File: src/rtl/seq_game_ctrl.sv
// seq_game_ctrl: sequence-memory game controller.
//
// Each round adds one random colour (RAND) to the stored sequence and plays
// the whole sequence back through the shared one-shot timer. The player then
// has to repeat it entry by entry. Score and high score are tracked across games.
//
// Parameters:
//   COLOR_W        colour code width (2^COLOR_W colours)
//   DEPTH          maximum sequence length, 2..256
//   TIMEOUT_PULSES timer pulses allowed per input before a loss, 1..255
//
// Ports:
//   CLK, RST_N          clock, asynchronous active-low reset
//   IN, IN_VALID        pressed colour. IN is meaningful while IN_VALID=1
//   RAND                random colour, sampled once per round
//   TIMER_PULSE         one-cycle expiry from the shared timer
//   START_GAME          level start request, only honoured in IDLE
//   OUT, OUT_ENA        colour shown and display/tone enable
//   TIMER_GO            one-cycle timer (re)start
//   WIN, LOSE           game result levels, cleared on the next start
//   HS                  one-cycle pulse when a new high score is recorded
//   SCORE, HIGH_SCORE   completed rounds of the current/last game, best since reset
//
// Input handshake: IN_VALID is a level that stays high while a button is held.
// A press is accepted on the first cycle IN_VALID=1 in INPUT, and only there
// is IN sampled. The next press is accepted only after IN_VALID returns to 0.
//
// Build option: define SEQ_GAME_TIMEOUT_EN to make INPUT restart the timer on
// entry and declare a loss after TIMEOUT_PULSES expiries with no press.
// Without it INPUT waits indefinitely and the pulse counter is absent.

module seq_game_ctrl #(
    parameter int COLOR_W        = 2,
    parameter int DEPTH          = 32,
    parameter int TIMEOUT_PULSES = 8,
    localparam int CNT_W         = $clog2(DEPTH + 1)
) (
    input  logic               CLK,
    input  logic               RST_N,
    input  logic [COLOR_W-1:0] IN,
    input  logic               IN_VALID,
    input  logic [COLOR_W-1:0] RAND,
    input  logic               TIMER_PULSE,
    input  logic               START_GAME,
    output logic [COLOR_W-1:0] OUT,
    output logic               OUT_ENA,
    output logic               TIMER_GO,
    output logic               WIN,
    output logic               LOSE,
    output logic               HS,
    output logic [CNT_W-1:0]   SCORE,
    output logic [CNT_W-1:0]   HIGH_SCORE
);

    localparam int ADDR_W = $clog2(DEPTH);
    localparam logic [CNT_W-1:0] DEPTH_C = CNT_W'(DEPTH);
    localparam logic [CNT_W-1:0] ONE_C   = CNT_W'(1);

    // Out-of-range parameters leave this named block in the elaborated
    // hierarchy, so a bad configuration is visible when browsing the design.
    if (TIMEOUT_PULSES < 1 || TIMEOUT_PULSES > 255 || DEPTH < 2 || DEPTH > 256) begin : g_param_out_of_range
    end

    typedef enum logic [2:0] {
        S_IDLE, S_START, S_ADD, S_SHOW, S_SHOW_WAIT, S_INPUT, S_HOLD, S_END
    } state_t;

    state_t state, state_d;

    logic [COLOR_W-1:0] stack [DEPTH];
    logic               wr_en;

    logic [CNT_W-1:0]   len, len_d;
    logic [CNT_W-1:0]   idx, idx_d;
    logic               good, good_d;
    logic [COLOR_W-1:0] out_q, out_d;
    logic               ena_q, ena_d;
    logic               go_q, go_d;
    logic               win_q, win_d;
    logic               lose_q, lose_d;
    logic               hs_q, hs_d;
    logic [CNT_W-1:0]   score_q, score_d;
    logic [CNT_W-1:0]   high_q, high_d;

    logic               match;
    logic               at_last;

`ifdef SEQ_GAME_TIMEOUT_EN
    localparam logic [7:0] TO_LAST = 8'(TIMEOUT_PULSES - 1);
    logic [7:0] to_cnt, to_cnt_d;
    logic       to_expire;
    // The pulse that would bring the count to TIMEOUT_PULSES ends the game.
    assign to_expire = TIMER_PULSE && (to_cnt == TO_LAST);
`endif

    assign match   = (IN == stack[idx[ADDR_W-1:0]]);
    assign at_last = (idx == len - ONE_C);

    // State and all registered outputs/datapath.
    always_ff @(posedge CLK or negedge RST_N) begin
        if (!RST_N) begin
            state   <= S_IDLE;
            len     <= '0;
            idx     <= '0;
            good    <= 1'b0;
            out_q   <= '1;
            ena_q   <= 1'b0;
            go_q    <= 1'b0;
            win_q   <= 1'b0;
            lose_q  <= 1'b0;
            hs_q    <= 1'b0;
            score_q <= '0;
            high_q  <= '0;
`ifdef SEQ_GAME_TIMEOUT_EN
            to_cnt  <= '0;
`endif
        end else begin
            state   <= state_d;
            len     <= len_d;
            idx     <= idx_d;
            good    <= good_d;
            out_q   <= out_d;
            ena_q   <= ena_d;
            go_q    <= go_d;
            win_q   <= win_d;
            lose_q  <= lose_d;
            hs_q    <= hs_d;
            score_q <= score_d;
            high_q  <= high_d;
`ifdef SEQ_GAME_TIMEOUT_EN
            to_cnt  <= to_cnt_d;
`endif
        end
    end

    // Sequence storage carries no reset: every entry is written before it is read.
    always_ff @(posedge CLK) begin
        if (wr_en) begin
            stack[len[ADDR_W-1:0]] <= RAND;
        end
    end

    // Next-state logic.
    always_comb begin
        state_d = state;
        case (state)
            S_IDLE:      if (START_GAME) state_d = S_START;
            S_START:     if (!START_GAME) state_d = S_ADD;
            S_ADD:       state_d = (len == DEPTH_C) ? S_END : S_SHOW;
            S_SHOW:      state_d = S_SHOW_WAIT;
            S_SHOW_WAIT: if (TIMER_PULSE) state_d = at_last ? S_INPUT : S_SHOW;
            S_INPUT: begin
                if (IN_VALID) begin
                    state_d = S_HOLD;
`ifdef SEQ_GAME_TIMEOUT_EN
                end else if (to_expire) begin
                    state_d = S_END;
`endif
                end
            end
            S_HOLD: begin
                if (!IN_VALID) begin
                    if (!good)           state_d = S_END;
                    else if (idx == len) state_d = S_ADD;
                    else                 state_d = S_INPUT;
                end
            end
            S_END:       state_d = S_IDLE;
            default:     state_d = S_IDLE;
        endcase
    end

    // Next values of the registered outputs and datapath.
    always_comb begin
        len_d   = len;
        idx_d   = idx;
        good_d  = good;
        out_d   = out_q;
        ena_d   = ena_q;
        go_d    = 1'b0;
        win_d   = win_q;
        lose_d  = lose_q;
        hs_d    = 1'b0;
        score_d = score_q;
        high_d  = high_q;
        wr_en   = 1'b0;
`ifdef SEQ_GAME_TIMEOUT_EN
        to_cnt_d = to_cnt;
`endif
        case (state)
            S_IDLE: begin
                len_d = '0;
                idx_d = '0;
                if (START_GAME) begin
                    win_d   = 1'b0;
                    lose_d  = 1'b0;
                    score_d = '0;
                end
            end
            S_ADD: begin
                if (len == DEPTH_C) begin
                    win_d = 1'b1;
                end else begin
                    wr_en = 1'b1;
                    len_d = len + ONE_C;
                    idx_d = '0;
                end
            end
            S_SHOW: begin
                out_d = stack[idx[ADDR_W-1:0]];
                ena_d = 1'b1;
                go_d  = 1'b1;
            end
            S_SHOW_WAIT: begin
                if (TIMER_PULSE) begin
                    ena_d = 1'b0;
                    if (at_last) begin
                        idx_d = '0;
`ifdef SEQ_GAME_TIMEOUT_EN
                        go_d     = 1'b1;
                        to_cnt_d = '0;
`endif
                    end else begin
                        idx_d = idx + ONE_C;
                    end
                end
            end
            S_INPUT: begin
                // A press in the same cycle as the final pulse takes priority.
                if (IN_VALID) begin
                    good_d = match;
                    if (match) idx_d = idx + ONE_C;
`ifdef SEQ_GAME_TIMEOUT_EN
                end else if (TIMER_PULSE) begin
                    to_cnt_d = to_cnt + 8'd1;
                    if (to_expire) lose_d = 1'b1;
`endif
                end
            end
            S_HOLD: begin
                if (!IN_VALID) begin
                    if (!good) begin
                        lose_d = 1'b1;
                    end else if (idx == len) begin
                        score_d = len;
                    end else begin
`ifdef SEQ_GAME_TIMEOUT_EN
                        go_d     = 1'b1;
                        to_cnt_d = '0;
`endif
                    end
                end
            end
            S_END: begin
                if (score_q > high_q) begin
                    high_d = score_q;
                    hs_d   = 1'b1;
                end
            end
            default: ;
        endcase
    end

    assign OUT        = out_q;
    assign OUT_ENA    = ena_q;
    assign TIMER_GO   = go_q;
    assign WIN        = win_q;
    assign LOSE       = lose_q;
    assign HS         = hs_q;
    assign SCORE      = score_q;
    assign HIGH_SCORE = high_q;

endmodule
File: config.mk
export PLATFORM = sky130hd
export DESIGN_NAME = seq_game_ctrl
export DESIGN_NICKNAME = d
export VERILOG_FILES = /design/src/rtl/seq_game_ctrl.sv
export SDC_FILE = /design/constraint.sdc
export NUM_CORES = 1
export LEC_CHECK = 0
export BUFFER_PORTS_ARGS = -buffer_cell sky130_fd_sc_hd__buf_2
export CORE_UTILIZATION = 61
export CTS_CLUSTER_SIZE = 8
export DETAILED_ROUTE_END_ITERATION = 10
export PLACE_DENSITY = 0.8
export SYNTH_ARGS = -nofsm -noshare
export SYNTH_HDL_FRONTEND = slang
export SYNTH_SLANG_ARGS = --single-unit
export TNS_END_PERCENT = 5
File: constraint.sdc
create_clock -name CLK -period 3.54 [get_ports CLK]
set_input_delay 0.885 -clock CLK [delete_from_list [all_inputs] [get_ports CLK]]
set_output_delay 0.885 -clock CLK [all_outputs]
set_load 0.005 [all_outputs]
==> results.toml, run 1 <==
[cts]
cts_hold_repair.buffers = 0
h-tree-depth = 3
ctsResizeCount = 0
clk_latency_ns = 0.36
tritoncts.num_buffers = 9
clock_sinks = 99
clock_tree.buffer_depth = 2
root_buffer = "sky130_fd_sc_hd__clkbuf_8"
postCtsSetupBuffers = 0
tritoncts = "yes"
clk_transition_reported_paths_ns = 0.09

[setup_path]
crit-reg2reg-launch = "idx[2]"
cp_num_buf_inv = 0
critical_path.most_common_cell = "sky130_fd_sc_hd__mux4_2"
crit_slowest_cell = "sky130_fd_sc_hd__dfrtp_1"
critPathTopFamily = "multiplexers"
cp_cell_sequence = "mux4_2, mux4_2, mux2i_4, xor2_2, a31oi_4, nand2b_1, o31ai_1"
setup.worst_path.start_class = "flop"
end_kind = "flop"
crit-reg2reg-capture = "idx[5]"
cp.required_ns = 3.80
crit_path_max_cell_delay_ns = 0.83
crit_arrival_ns = 3.31
worst-r2r-setup-slack_ns = 0.49
worst_r2r_path_depth = 7
setup.worst_path.class = "flop to flop"
critical_path_peak_fanout = 21

[timing]
unrepaired_setup_endpoints_after_global_routing = "false"
final.min_clock_period_ns = 3.05
timing_hold_violations_final = 0
achievable_freq_ghz = 0.328
skew_ns = 0.00849
fin_crit_sh = 0.861
maxSlewViolCount = 0
timing_worst_slew_pin_value_ns = 0.835
setup_viol_count_final = 0
setup_tns_ns = 0
max_slew_headroom = 0.439
worst_slack_ns = 0.493

[grt]
grt_first_pass_wirelength_um = 15400
vias_in_the_first_global_route = 2901
pin_count_of_the_biggest_net_entering_global_routing = 36
grt.total_usage = 0.254
grt.overflow.total = 0
grt_antenna_before_repair = 0

[cells_and_area]
most_used_cells_in_the_layout_excluding_fill_and_tap_cells = "64 x sky130_fd_sc_hd__edfxtp_1, 51 x sky130_fd_sc_hd__nor2_1, 33 x sky130_fd_sc_hd__dfrtp_1"
antenna_cells_inserted = 0
area_growth_syn_to_layout_pct = 8.13
n_fill_cell = 513
fin_nets = 406
drive_gt1_frac = 0.174
multiInputGateArea_mm2 = 0.00179
final-seq-area_mm2 = 0.00280
most_common_cell_after_layout_fill_and_taps_aside = "sky130_fd_sc_hd__edfxtp_1"

[synth]
postSynth.asyncResetShare = 0.354
yosysTopAreaCellShare = 0.407
mappedNetlistNets = 380
synth_edf_count = 64
ys_ff_latch = 99
synth.top_cells.by_area = "sky130_fd_sc_hd__edfxtp_1 41%, sky130_fd_sc_hd__dfrtp_1 17%, sky130_fd_sc_hd__mux4_1 6.1%, sky130_fd_sc_hd__mux4_2 4.3%, sky130_fd_sc_hd__nor2_1 4.0%"
synthDominantAreaCellType = "sky130_fd_sc_hd__edfxtp_1"
synth.lib_cells_used.distinct = 51
netlist_area_mm2 = 0.00473
count_of_yosys_warnings_during_synthesis = 0
post_synth_inst_count = 360
synth_area_per_cell_um2 = 13.1
synth-main-ff-cell = "sky130_fd_sc_hd__edfxtp_1"
yosysSeqAreaShare = 0.592

[worst_hold_path]
hold_path.startpoint = "SCORE[0]"
holdCritPathClass = "flop to flop"
hold_path_depth = 1
hold-path-endpoint = "HIGH_SCORE[0]"

[die]
die_area_mm2 = 0.00811
die_w_um = 90.0
placeableCoreArea_mm2 = 0.00737
initial_core_util = 0.641
num_io_pins = 28
die_height_um = 90.0
rows = 31

[drt]
drt-initial-drc-count = 421
vias_per_cell = 6.17
drc = 0
antenna_left = 0
postRouteWirelength_um = 9600
vias = 3024
drt-wirelength-per-cell_um = 19.6
drt_first_pass_iters = 5

[place]
detailedPlace.worstSlack_ns = 0.489
io_buffers = 27
gp_congestion = 0.835
dp_hpwl_um = 6760

[job]
max_cap_violations = 0

[power_and_ir_drop]
ir_drop_mv = 0.377
total_leakage_power_nw = 1.89
powerDensity_mw_per_mm2 = 625

[run_status]
run_status = "completed"
routing by layer:
| metal | part of all wire | vias to the layer above | wire length, um | global-route usage |
|---|---|---|---|---|
| met5 | 0 | - | 0 | 0 |
| met4 | 0.016 | 0 | 157 | 0.0793 |
| met3 | 0.080 | 15 | 768 | 0.0618 |
| met2 | 0.48 | 149 | 4580 | 0.382 |
| met1 | 0.43 | 1481 | 4090 | 0.370 |
| li1 | - | 1379 | - | - |
flip-flops by register name (all words and copies together), names as in the netlist:
signal and count:
good 1, OUT_ENA 1, stack 64, SCORE 6
LOSE 1, WIN 1, HS 1, TIMER_GO 1
len 6, idx 6, OUT 2, state 3
HIGH_SCORE 6
cells by family after synthesis:
family,count (synthesis),share of synthesized area
simple gates,122,0.119
flops,99,0.592
compound gates,49,0.0670
buf+inv,34,0.0304
mux,31,0.133
xor+xnor,14,0.0291
fa+ha+maj,11,0.0291
cell usage after synthesis (3+ instances only):
cell type                  count
sky130_fd_sc_hd__dfrtp_1      33
sky130_fd_sc_hd__xnor2_1       8
sky130_fd_sc_hd__mux4_2        9
sky130_fd_sc_hd__and2_1        3
sky130_fd_sc_hd__xor2_1        4
sky130_fd_sc_hd__o21ai_0       3
sky130_fd_sc_hd__o21ai_1      14
sky130_fd_sc_hd__mux4_1       11
sky130_fd_sc_hd__inv_1        15
sky130_fd_sc_hd__nor3_1        4
sky130_fd_sc_hd__o31ai_1       3
sky130_fd_sc_hd__clkbuf_1     13
sky130_fd_sc_hd__nand3_1      16
sky130_fd_sc_hd__nor2_1       51
sky130_fd_sc_hd__nand2b_1      4
sky130_fd_sc_hd__edfxtp_1     64
sky130_fd_sc_hd__nand2_1      28
sky130_fd_sc_hd__a21oi_1      11
sky130_fd_sc_hd__mux2i_1       8
sky130_fd_sc_hd__ha_1         11
sky130_fd_sc_hd__o21a_1        6
through the flow:
step / std cells / power (mW) / hold WS [ns] / area [um2] / util
after floorplan: 360 / 2.31 / 0.485 / 4730 / -
after detailed placement: 474 / 2.59 / 0.498 / 4950 / 0.672
after global routing: 490 / 3.37 / 0.529 / 5110 / 0.694
after CTS: 490 / 3.20 / 0.518 / 5110 / 0.694
after global placement: 474 / 2.55 / 0.488 / 4950 / 0.672
final: 490 / 3.19 / 0.516 / 5110 / 0.694
worst max-delay path by stage:
stage | depth (start not counted) | slack [ns] | from | endpoint
after floorplan | 8 | 0.82 | idx[0] | idx[4]
after global placement | 8 | 0.63 | idx[0] | idx[4]
after detailed placement | 8 | 0.49 | idx[0] | idx[5]
after CTS | 8 | 0.51 | idx[0] | idx[5]
after global routing | 7 | 0.35 | idx[2] | idx[5]
final | 7 | 0.49 | idx[2] | idx[5]
report_power, final:
| part | leakage (nW) | switching (mW) | total, mW | internal [mW] |
|---|---|---|---|---|
| sequential | 1.04 | 0.193 | 1.55 | 1.35 |
| clock | 0.0771 | 0.368 | 0.617 | 0.248 |
| combinational | 0.774 | 0.555 | 1.03 | 0.477 |
| total | 1.89 | 1.12 | 3.19 | 2.08 |
final cells by class:
type                            count  share of cell area
Clock inverter                      6             0.00636
Inverter                           17              0.0125
Tap cell                           99              0.0242
Sequential cell                    99               0.548
Timing Repair Buffer               32              0.0338
Multi-Input combinational cell    227               0.350
Clock buffer                       10              0.0250
worst reg2reg max path, cell delays in order, from the launching register on:
cell and delay [ns]:
sky130_fd_sc_hd__dfrtp_1 0.83, sky130_fd_sc_hd__mux4_2 0.42, sky130_fd_sc_hd__mux4_2 0.52, sky130_fd_sc_hd__mux2i_4 0.23
sky130_fd_sc_hd__xor2_2 0.23, sky130_fd_sc_hd__a31oi_4 0.16, sky130_fd_sc_hd__nand2b_1 0.25, sky130_fd_sc_hd__o31ai_1 0.30
No activity file was read; power rests on OpenSTA's default activity.
==> run 2: changes to the inputs <==
--- a/config.mk
+++ b/config.mk
@@ -5,8 +5,11 @@
 export SDC_FILE = /design/constraint.sdc
 export NUM_CORES = 1
 export LEC_CHECK = 0
+export ABC_AREA = 1
+export ABC_CLOCK_PERIOD_IN_PS = 3540
 export BUFFER_PORTS_ARGS = -buffer_cell sky130_fd_sc_hd__buf_2
 export CORE_UTILIZATION = 61
+export CTS_CLUSTER_DIAMETER = 100
 export CTS_CLUSTER_SIZE = 8
 export DETAILED_ROUTE_END_ITERATION = 10
 export PLACE_DENSITY = 0.8
==> results.toml, run 2 <==
[setup_path]
cp.required_ns = 3.80
critPathTopFamily = "simple AND/OR/NAND/NOR gates"
cp_num_buf_inv = 2
cp_cell_sequence = "buf_4, inv_2, nand2_1, nand3_1, nand3_1, nand3_1, nand3_1, nand2_1, nand2_1, nand2_1, nand2_1, nand2_2, nand2_2, nand2_1, nand2_1"
setup.worst_path.start_class = "flop"
critical_path_peak_fanout = 27
crit_slowest_cell = "sky130_fd_sc_hd__dfrtp_1"
crit_path_max_cell_delay_ns = 0.40
setup.worst_path.class = "flop to flop"
worst-r2r-setup-slack_ns = 1.14
crit_arrival_ns = 2.66
critical_path.most_common_cell = "sky130_fd_sc_hd__nand2_1"
end_kind = "flop"

[run_status]
run_status = "completed"

[timing]
final.min_clock_period_ns = 2.40
unrepaired_setup_endpoints_after_global_routing = "false"
setup_viol_count_final = 0
setup_tns_ns = 0
maxSlewViolCount = 0
timing_worst_slew_pin_value_ns = 0.779
achievable_freq_ghz = 0.417
fin_crit_sh = 0.678
timing_hold_violations_final = 0
hold_ws_ns = 0.479
skew_ns = 0.0111
max_slew_headroom = 0.481

[grt]
grt.overflow.total = 0
pin_count_of_the_biggest_net_entering_global_routing = 36
grt_first_pass_wirelength_um = 17900
grt.total_usage = 0.275
vias_in_the_first_global_route = 3732
grt_antenna_before_repair = 0

[drt]
wl_met3_um = 730
vias = 3844
route.met2.wl_um = 5170
antenna_left = 0
wl_met1_um = 4630
drt_first_pass_iters = 5
postRouteWirelength_um = 10700
drt-initial-drc-count = 362
drt-wirelength-per-cell_um = 15.3
routed.top_layer = "met4"
drc = 0
vias_per_cell = 5.52

[cells_and_area]
final-seq-area_mm2 = 0.00280
fin_nets = 610
area_growth_syn_to_layout_pct = 7.49
most_common_cell_after_layout_fill_and_taps_aside = "sky130_fd_sc_hd__nand2_1"
multiInputGateArea_mm2 = 0.00174
drive_gt1_frac = 0.106
post-route-util = 0.688
stdcell_count = 697
most_used_cells_in_the_layout_excluding_fill_and_tap_cells = "136 x sky130_fd_sc_hd__nand2_1, 82 x sky130_fd_sc_hd__inv_1, 72 x sky130_fd_sc_hd__nand3_1"
antenna_cells_inserted = 0
largest_register_ffs = 64
n_fill_cell = 636

[place]
placed_insts = 681
dp_hpwl_um = 7410
gp_congestion = 0.967
io_buffers = 27

[power_and_ir_drop]
powerDensity_mw_per_mm2 = 612
total_leakage_power_nw = 2.41
ir_drop_mv = 0.310

[die]
num_io_pins = 28
die_height_um = 92.5
die_w_um = 92.5
placeableCoreArea_mm2 = 0.00781
initial_core_util = 0.640
die_area_mm2 = 0.00856
rows = 32

[synth]
synth_commonest_cells = "136 x sky130_fd_sc_hd__nand2_1, 82 x sky130_fd_sc_hd__inv_1, 72 x sky130_fd_sc_hd__nand3_1"
mappedNetlistNets = 587
synthMostInstantiatedCell = "sky130_fd_sc_hd__nand2_1"
synth_area_per_cell_um2 = 8.81
synth_edf_count = 64
synthDominantAreaCellType = "sky130_fd_sc_hd__edfxtp_1"
netlist_area_mm2 = 0.00500
synth.top_cells.by_area = "sky130_fd_sc_hd__edfxtp_1 38%, sky130_fd_sc_hd__dfrtp_1 17%, sky130_fd_sc_hd__nand2_1 10%, sky130_fd_sc_hd__nand3_1 7.2%, sky130_fd_sc_hd__inv_1 6.2%"
ys_ff_latch = 99
synth.lib_cells_used.distinct = 33
postSynth.asyncResetShare = 0.354
synth-main-ff-cell = "sky130_fd_sc_hd__edfxtp_1"
yosysTopAreaCellShare = 0.385
count_of_yosys_warnings_during_synthesis = 0
yosysSeqAreaShare = 0.560
post_synth_inst_count = 567

[cts]
clk_latency_ns = 0.37
h-tree-depth = 3
ctsResizeCount = 0
clk_transition_reported_paths_ns = 0.09
clock_sinks = 99
clock_tree.buffer_depth = 2
tritoncts = "yes"
cts_hold_repair.buffers = 0
postCtsSetupBuffers = 0
tritoncts.num_buffers = 9
root_buffer = "sky130_fd_sc_hd__clkbuf_8"

[job]
max_cap_violations = 0

[worst_hold_path]
holdCritPathClass = "flop to flop"
==> run 2: stage by stage <==
step	setup slack [ns]	power, mW	cell area (um2)
2_1_floorplan	1.67	2.26	5000
3_3_place_gp	1.25	2.51	5170
3_5_place_dp	1.18	2.55	5170
4_1_cts	1.17	3.29	5370
5_1_grt	0.900	3.50	5370
6_report	1.14	3.29	5370
==> run 2: logic make-up after synthesis <==
| group | after synthesis | share of synthesized area |
|---|---|---|
| AOI/OAI and AO/OA | 59 | 0.0651 |
| xor gates and xnor gates | 12 | 0.0210 |
| adders and majority gates | 11 | 0.0275 |
| buffers and inverters | 110 | 0.0919 |
| DFF | 99 | 0.560 |
| and+or+nand+nor | 276 | 0.234 |
==> run 2: report_power, final <==
part / switching [mW] / internal [mW] / leakage [nW]
logic: 0.723 / 0.364 / 1.28
clock network: 0.392 / 0.352 / 0.104
registers: 0.101 / 1.35 / 1.03
==> run 2: path summary, 6_finish.rpt <==
check                        start      end  cells after the start
max                         idx[0]   idx[2]                     15
min                        OUT_ENA  OUT_ENA                      2
max reg2reg                 idx[0]   idx[2]                     15
min reg2reg                OUT_ENA  OUT_ENA                      2
max in group asynchronous    RST_N       HS                      1
min in group asynchronous    RST_N  OUT_ENA                      1
==> run 2: routing by layer <==
layer,global-route usage,vias up
li1,-,1883
met5,0,-
met2,0.456,146
met3,0.0435,15
met4,0.0951,0
met1,0.371,1800
==> run 2: cell type report <==
type	instances	share of cell area
inverters	92	0.0643
clock buffers	11	0.0263
flip-flops and latches	99	0.521
well taps	102	0.0238
clock inverters	5	0.0114
multi-input cells	358	0.324
repair buffers	30	0.0294
==> run 2: tightest hold or removal path, stage by stage (launching register included) <==
cell,delay (ns)
sky130_fd_sc_hd__dfrtp_1,0.35
sky130_fd_sc_hd__nand2_1,0.05
sky130_fd_sc_hd__nand2_1,0.05
